==> src/rtl/parity_frame_controller_pkg.sv <==
// Shared definitions for the parity frame controller: state encoding and
// default statistics counter width.
package parity_frame_controller_pkg;

    localparam logic [2:0] ST_IDLE   = 3'd0;
    localparam logic [2:0] ST_DATA   = 3'd1;
    localparam logic [2:0] ST_PARITY = 3'd2;
    localparam logic [2:0] ST_STOP   = 3'd3;
    localparam logic [2:0] ST_HOLD   = 3'd4;

    localparam int DEFAULT_CNT_W = 8;

    typedef enum logic [2:0] {
        S_IDLE   = ST_IDLE,
        S_DATA   = ST_DATA,
        S_PARITY = ST_PARITY,
        S_STOP   = ST_STOP,
        S_HOLD   = ST_HOLD
    } state_t;

endpackage

==> src/rtl/parity_frame_controller_nibble_parity_check.sv <==
// Combinational parity checker: flags a mismatch between the data word,
// the received parity bit and the selected parity sense (odd=1 for odd).
module nibble_parity_check #(
    parameter int W = 4
) (
    input  logic [W-1:0] data,
    input  logic         parity,
    input  logic         odd,
    output logic         mismatch
);

    assign mismatch = ^data ^ parity ^ odd;

endmodule

==> src/rtl/parity_frame_controller.sv <==
// Serial frame receiver: start bit, DATA_BITS data bits LSB first, parity
// bit, stop bit. The checked word is offered on a valid/ready port and
// error statistics are kept in saturating counters.
//
// Output handshake: out_valid rises the cycle after the stop-bit strobe and
// out_data/out_par_err/out_frm_err stay stable while out_valid is high; the
// word transfers on a cycle where out_valid && out_ready, and out_valid
// drops the following cycle.
module parity_frame_controller
    import parity_frame_controller_pkg::*;
#(
    parameter int DATA_BITS  = 4,
    parameter int PARITY_ODD = 0,
    parameter int CNT_W      = DEFAULT_CNT_W
) (
    input  logic                 clk,
    input  logic                 reset,
    input  logic                 bit_in,
    input  logic                 bit_valid,
    output logic [DATA_BITS-1:0] out_data,
    output logic                 out_par_err,
    output logic                 out_frm_err,
    output logic                 out_valid,
    input  logic                 out_ready,
    output logic                 busy,
    output logic [CNT_W-1:0]     par_err_cnt,
    output logic [CNT_W-1:0]     frm_err_cnt,
    output logic [CNT_W-1:0]     overrun_cnt,
    output logic [2:0]           state_dbg
);

    localparam int IDX_W = (DATA_BITS > 1) ? $clog2(DATA_BITS) : 1;
    localparam logic [IDX_W-1:0] LAST_IDX = IDX_W'(DATA_BITS - 1);
    localparam logic [CNT_W-1:0] CNT_MAX  = {CNT_W{1'b1}};

    state_t               state;
    state_t               state_nxt;
    logic [DATA_BITS-1:0] shreg;
    logic [IDX_W-1:0]     idx;
    logic                 par_bit;
    logic                 mismatch;
    logic                 accept;

    assign accept    = out_valid && out_ready;
    assign busy      = (state != S_IDLE);
    assign state_dbg = state;

    nibble_parity_check #(
        .W (DATA_BITS)
    ) u_parity (
        .data     (shreg),
        .parity   (par_bit),
        .odd      (1'(PARITY_ODD)),
        .mismatch (mismatch)
    );

    // State register.
    always_ff @(posedge clk or posedge reset) begin
        if (reset) state <= S_IDLE;
        else       state <= state_nxt;
    end

    // Next-state logic: every move is on a bit strobe except leaving HOLD,
    // which follows the output handshake.
    always_comb begin
        state_nxt = state;
        case (state)
            S_IDLE:   if (bit_valid && !bit_in)         state_nxt = S_DATA;
            S_DATA:   if (bit_valid && idx == LAST_IDX) state_nxt = S_PARITY;
            S_PARITY: if (bit_valid)                    state_nxt = S_STOP;
            S_STOP:   if (bit_valid)                    state_nxt = S_HOLD;
            S_HOLD:   if (accept)                       state_nxt = S_IDLE;
            default:                                    state_nxt = S_IDLE;
        endcase
    end

    // Datapath: shift register, parity latch, output register and
    // saturating statistics. Bits arriving in HOLD (including the accept
    // cycle) are dropped and counted as overruns.
    always_ff @(posedge clk or posedge reset) begin
        if (reset) begin
            shreg       <= '0;
            idx         <= '0;
            par_bit     <= 1'b0;
            out_data    <= '0;
            out_par_err <= 1'b0;
            out_frm_err <= 1'b0;
            out_valid   <= 1'b0;
            par_err_cnt <= '0;
            frm_err_cnt <= '0;
            overrun_cnt <= '0;
        end else begin
            case (state)
                S_IDLE: begin
                    if (bit_valid && !bit_in) idx <= '0;
                end
                S_DATA: begin
                    if (bit_valid) begin
                        shreg[idx] <= bit_in;
                        idx        <= idx + 1'b1;
                    end
                end
                S_PARITY: begin
                    if (bit_valid) par_bit <= bit_in;
                end
                S_STOP: begin
                    if (bit_valid) begin
                        out_data    <= shreg;
                        out_par_err <= mismatch;
                        out_frm_err <= ~bit_in;
                        out_valid   <= 1'b1;
                        if (mismatch && par_err_cnt != CNT_MAX)
                            par_err_cnt <= par_err_cnt + 1'b1;
                        if (!bit_in && frm_err_cnt != CNT_MAX)
                            frm_err_cnt <= frm_err_cnt + 1'b1;
                    end
                end
                S_HOLD: begin
                    if (accept) out_valid <= 1'b0;
                    if (bit_valid && overrun_cnt != CNT_MAX)
                        overrun_cnt <= overrun_cnt + 1'b1;
                end
                default: ;
            endcase
        end
    end

endmodule

==> config.mk <==
export PLATFORM = sky130hd
export DESIGN_NAME = parity_frame_controller
export DESIGN_NICKNAME = d
export VERILOG_FILES = /design/src/rtl/parity_frame_controller_pkg.sv /design/src/rtl/parity_frame_controller_nibble_parity_check.sv /design/src/rtl/parity_frame_controller.sv
export SDC_FILE = /design/constraint.sdc
export NUM_CORES = 1
export LEC_CHECK = 0
export BUFFER_PORTS_ARGS = -buffer_cell sky130_fd_sc_hd__buf_2
export CAP_MARGIN = 5
export CORE_MARGIN = 4
export CORE_UTILIZATION = 46
export DETAILED_ROUTE_END_ITERATION = 12
export PLACE_DENSITY = 0.67
export SLEW_MARGIN = 25
export SYNTH_ARGS = -nofsm -noshare
export SYNTH_HDL_FRONTEND = slang
export SYNTH_HIERARCHICAL = 1
export SYNTH_SLANG_ARGS = --single-unit
==> constraint.sdc <==
create_clock -name clk -period 1.8 [get_ports clk]
set_input_delay 0.09 -clock clk [delete_from_list [all_inputs] [get_ports clk]]
set_output_delay 0.09 -clock clk [all_outputs]
set_load 0.05 [all_outputs]
# After elaboration in Yosys (flattened, before gate mapping)
# Index checks and enable logic that the tools add are counted.
[totals]
output_inout_bits = 35
input_bits = 5
word_cells = 70
regBits = 41
[classes]
reduce_logical = 22
add_sub_neg = 4
bitwise = 2
order_cmp = 2
muxes = 15
n_eq_ne = 14
[op_table]
columns = ["cell", "n"]
rows = [
  ["adder 8 x 1 -> 8 bit, second input constant", 3],
  ["inequality test 8 bit, second input constant", 3],
  ["two-way mux 3 bit", 5],
  ["case mux 3 bit (5 select lines)", 1],
  ["inequality test 2 bit, second input constant", 6],
  ["AND reduction 3 bit", 4],
  ["AND reduction 2 bit", 4],
  ["logical AND 1 bit", 7],
  ["equality test 3 x 2 -> 1 bit, second input constant", 2],
  ["AND reduction 5 bit", 1],
  ["bitwise mux 4 bit", 1],
  ["two-way mux 2 bit", 2],
  ["case mux 2 bit (2 select lines)", 1],
  ["nonzero test 2 bit", 2],
  ["parity 4 bit", 1],
  ["equality test 3 x 1 -> 1 bit, second input constant", 1],
  ["equality test 3 bit, second input constant", 1],
  ["logical NOT 3 bit", 1],
  ["< comparator 2 x 3 -> 1 bit, second input constant", 1],
  ["two-way mux 1 bit", 3],
  ["nonzero test 3 bit", 1],
  ["adder 2 x 1 -> 2 bit, second input constant", 1],
  ["demux 1 bit (select 2 bit)", 1],
  ["equality test 2 bit, second input constant", 1],
  ["5 further kinds", 5],
]

# Depth between registers and ports, before layout
[logic_depth]
ltp_word = 5
ltp_mapped = 6
ltp_nobuf = 6

# By module
# Netlist, hierarchy kept.
[modules_own_cells]
columns = ["module", "seq_area_each_um2", "instances", "area_each_um2", "cells_each"]
rows = [
  ["parity_frame_controller", 1026.0, 1, 1980.6, 183],
  ["nibble_parity_check", 0.0, 1, 56.3, 4],
]

# Worst setup path after synthesis
# OpenSTA, ideal clock, no wires.
[synth_path]
path_type = "flip-flop to flip-flop"
from = "reg par_err_cnt[0]"
to = "reg par_err_cnt[1]"
synth_period_minus_slack_ps = 1965
setup_time_ps = 125
path_stages_with_launch = 6
setup_slack_ps = -165
arrival_time_ps = 1840
n_path_buf = 0
required_ps = 1675
cell_sequence = "dfrtp_1 > ha_1 > nand2_1 > or3_1 > nand2_1 > mux2_2"
[synth_between]
elab_chain_len = 3
word_cells_on_any_way = 4
classes_between = "1 x add/sub; 1 x eq/ne; 2 x reduce/logical"
[synth_lines]
columns = ["item", "line", "text"]
rows = [
  ["start: declaration", "parity_frame_controller.sv:26", "output logic [CNT_W-1:0] par_err_cnt,"],
  ["start signal: assignment", "parity_frame_controller.sv:113", "par_err_cnt <= par_err_cnt + 1'b1;"],
  ["parallel branches: the longest is 3 deep, another holds adder 8 x 1 -> 8 bit", "n/a", ""],
]
# Several ways; the timed one is not identified.
# A chain may end at the register's enable or synchronous reset.

# Final worst setup path
[layout_path]
from = "reg shreg[0]"
to = "reg par_err_cnt[5]"
[layout_between]
elab_chain_len = 4
[layout_lines]
columns = ["item", "line", "text"]
rows = [
  ["start: declaration", "parity_frame_controller.sv:38", "logic [DATA_BITS-1:0] shreg;"],
  ["start signal: indexed assignment", "parity_frame_controller.sv:99", "shreg[idx] <= bit_in;"],
  ["parity 4 bit", "parity_frame_controller_nibble_parity_check.sv:12", "assign mismatch = ^data ^ parity ^ odd;"],
  ["XOR 1 bit", "parity_frame_controller_nibble_parity_check.sv:12", ""],
  ["named net mismatch", "parity_frame_controller.sv:41", "logic mismatch;"],
  ["logical AND 1 bit", "parity_frame_controller.sv:112", "if (mismatch && par_err_cnt != CNT_MAX)"],
  ["AND reduction 3 bit (no line)", "n/a", ""],
]
# The timed path passes the listed nets, and every way through them passes these cells.

==> results.md <==
- CTS H-tree lvls: 2
- GR Util All Layers: 16.0%
- Netlist cell types: 36
- Fin crit period: 1.78 ns
- Mapped Cells: 187
- DIE AREA: 5560 um2
- VDD IR-drop max: 0.821 mV
- Worst skew pair latency: 0.29 ns
- Total CTS buffers: 5
- Synth area leader: dfrtp_1
- Clock tree sinks: 41
- Arrival time at the worst endpoint: 1.96 ns
- Core area: 4140 um2
- Port buffer count: 39
- Fmax: 0.561 GHz
- Measured slew at the worst slew-check pin: 0.510 ns
- Initial Utilization: 49.2%
- Hold Vio Cnt, Final: 0
- ANT cells: 0
- Yosys reg bits: 41
- Antenna-violating nets left: 0
- Setup TNS: 0 ns
- CP endpoint kind: register
- Post-synth top cells: dfrtp_1 (41), nand2_1 (22), mux2_2 (15)
- Initial drt markers: 69
- Initial antenna violation count: 0
- Wirelength, routed: 4090 um
- Synth Net Count: 199
- Critical path required time: 1.98 ns
- Mapped Avg Cell Area: 10.9 um2
- CTS Root Cell: clkbuf_8
- HPWL after DPL: 2930 um
- Final Util: 61.0%
- Vias in the first global route: 1,479
- Total number of vias: 1,540
- Post-synth EDFFs: 0
- Layout cells sized above 1: 37.4%
- Register area share after synthesis: 50.4%
- Placer Congestion: 0.816
- Run status: finished clean
- Slew headroom: 66.0%
- Startpoint Class: register
- Ys async rst share: 100%
- Chip width: 74.5 um
- Count leader, synth: dfrtp_1
- DR DRC count: 0
- Clock Path Buffers: 2
- Main synth FF type: dfrtp_1
- RSZ-0062 raised after global routing: yes
- Leakage: 1.28 nW
- Routed via count divided by cell count: 5.26
- Drt pass-1 iters: 4
- Final setup violation count: 0
- Tcrit/Tclk final: 99.1%
- Layout Skew: 0.00501 ns
- Top Ports: 40
- Worst hold path class: in -> reg
- Slew Limit Fails: 0
- GRT overflow: 0
- CP Max Fanout: 3
- Post-synth top area share: 50.4%
- Final #Nets: 254
- CTS tree: done
- Area grow syn2layout: 24.0%
- Pre-CTS WS: -0.0390 ns
- Critical path class: reg -> reg
- Die Span Y: 74.5 um
- Rows: 23
- Register clock-pin slew on the reported worst setup and hold paths: 0.08 ns
- Max-cap violations: 0
- Yosys warning total: 6
- Mapped Area: 2040 um2
- Largest net degree at the start of global routing: 42
- Global-route wire length before repair: 6690 um
- Most area-consuming cells after synthesis: dfrtp_1 (50%), mux2_2 (8.3%), xnor2_1 (4.7%)
- Final WS setup: 0.0163 ns
- WL/cell: 14.0 um
- Power, Total: 3.73 mW
- Pwr Density: 1480 nW/um2
==> cell usage in the layout, fill, tap and decap left out, drive strengths merged, types with 2 or more instances in the layout <==
master,n
a21oi,8
a31oi,4
and3,9
buf,51
clkbuf,7
dfrtp,41
ha,7
inv,7
mux2,15
nand2,22
nand2b,2
nand3,12
nand4,2
nand4b,2
nor2,6
nor2b,3
nor3,4
o211ai,2
o21ai,8
or3,2
xnor2,12
xor2,2
==> metal layers <==
metal  global-route usage [%]  vias up  part of all wire [%]
met4                     6.52        0                   1.6
met5                        0        -                     0
li1                         -      766                     -
met3                     3.92        6                   4.9
met2                     25.5       32                    46
met1                     21.0      736                    47
==> report_power, final <==
part,switching [mW],leakage [nW],internal (mW)
Clock,0.310,0.0585,0.452
Sequential,0.198,0.526,1.15
Combinational,1.03,0.691,0.597
Total,1.54,1.28,2.20
==> repair_timing <==
action,4_1_cts,5_1_grt
hold buffers,1,0
endpoints found under the hold margin,41,0
pin swaps,5,4
setup buffers,3,0
setup endpoints to repair,2,4
resized for setup,1,3
==> worst paths after layout <==
check                                   startpoint                          to  slack (ns)  cells after the start
setup reg to reg              shreg[0]$_DFFE_PP0P_  par_err_cnt[5]$_DFFE_PP0P_        0.02                      6
setup / recovery              shreg[0]$_DFFE_PP0P_  par_err_cnt[5]$_DFFE_PP0P_        0.02                      6
max in group asynchronous                    reset  par_err_cnt[1]$_DFFE_PP0P_        0.96                      4
hold reg to reg            out_par_err$_DFFE_PP0P_     out_par_err$_DFFE_PP0P_        0.49                      2
hold / removal                              bit_in        shreg[3]$_DFFE_PP0P_        0.12                      2
min in group asynchronous                    reset  frm_err_cnt[6]$_DFFE_PP0P_        0.46                      4
==> cell families after synthesis <==
kind of cell | Yosys count | synth area share, %
other | 1 | 0.184
AO/OA/AOI/OAI | 27 | 7.80
XOR/XNOR | 15 | 7.49
multiplexers | 16 | 8.78
flip-flops | 41 | 50.4
buffers and inverters | 11 | 2.21
AND/OR/NAND/NOR | 69 | 18.9
adder cells (fa/ha/maj) | 7 | 4.30
==> stage by stage <==
step | std cells | cell area (um2) | hold WS, ns
after global placement | 281 | 2350 | 0.247
after floorplan | 187 | 2050 | 0.240
after global routing | 293 | 2530 | 0.124
after CTS | 293 | 2510 | 0.105
final | 293 | 2530 | 0.120
after detailed placement | 281 | 2350 | 0.246
==> state kept, by name, summed over array words and instances (netlist names) <==
register,cells
state_dbg,3
idx,2
out_data,4
par_bit,1
par_err_cnt,8
overrun_cnt,8
out_par_err,1
out_frm_err,1
shreg,4
frm_err_cnt,8
out_valid,1
==> critical path: stages (launching register included) <==
cell and delay, ns:
dfrtp_1 0.43, xnor2_2 0.16, xnor3_1 0.31, nand4_1 0.14, nor2_1 0.15, and3_1 0.19
mux2_4 0.30
==> area by class of cell <==
class / count / area [um2]
fillers: 366 / 1620
well taps: 50 / 62.6
inverters: 7 / 26.3
repair buffers: 52 / 295
flip-flops and latches: 41 / 1030
multi-input cells: 135 / 991
clock inverters: 1 / 30.0
clock buffers: 7 / 86.3
Power figures use the tool's default switching activity.
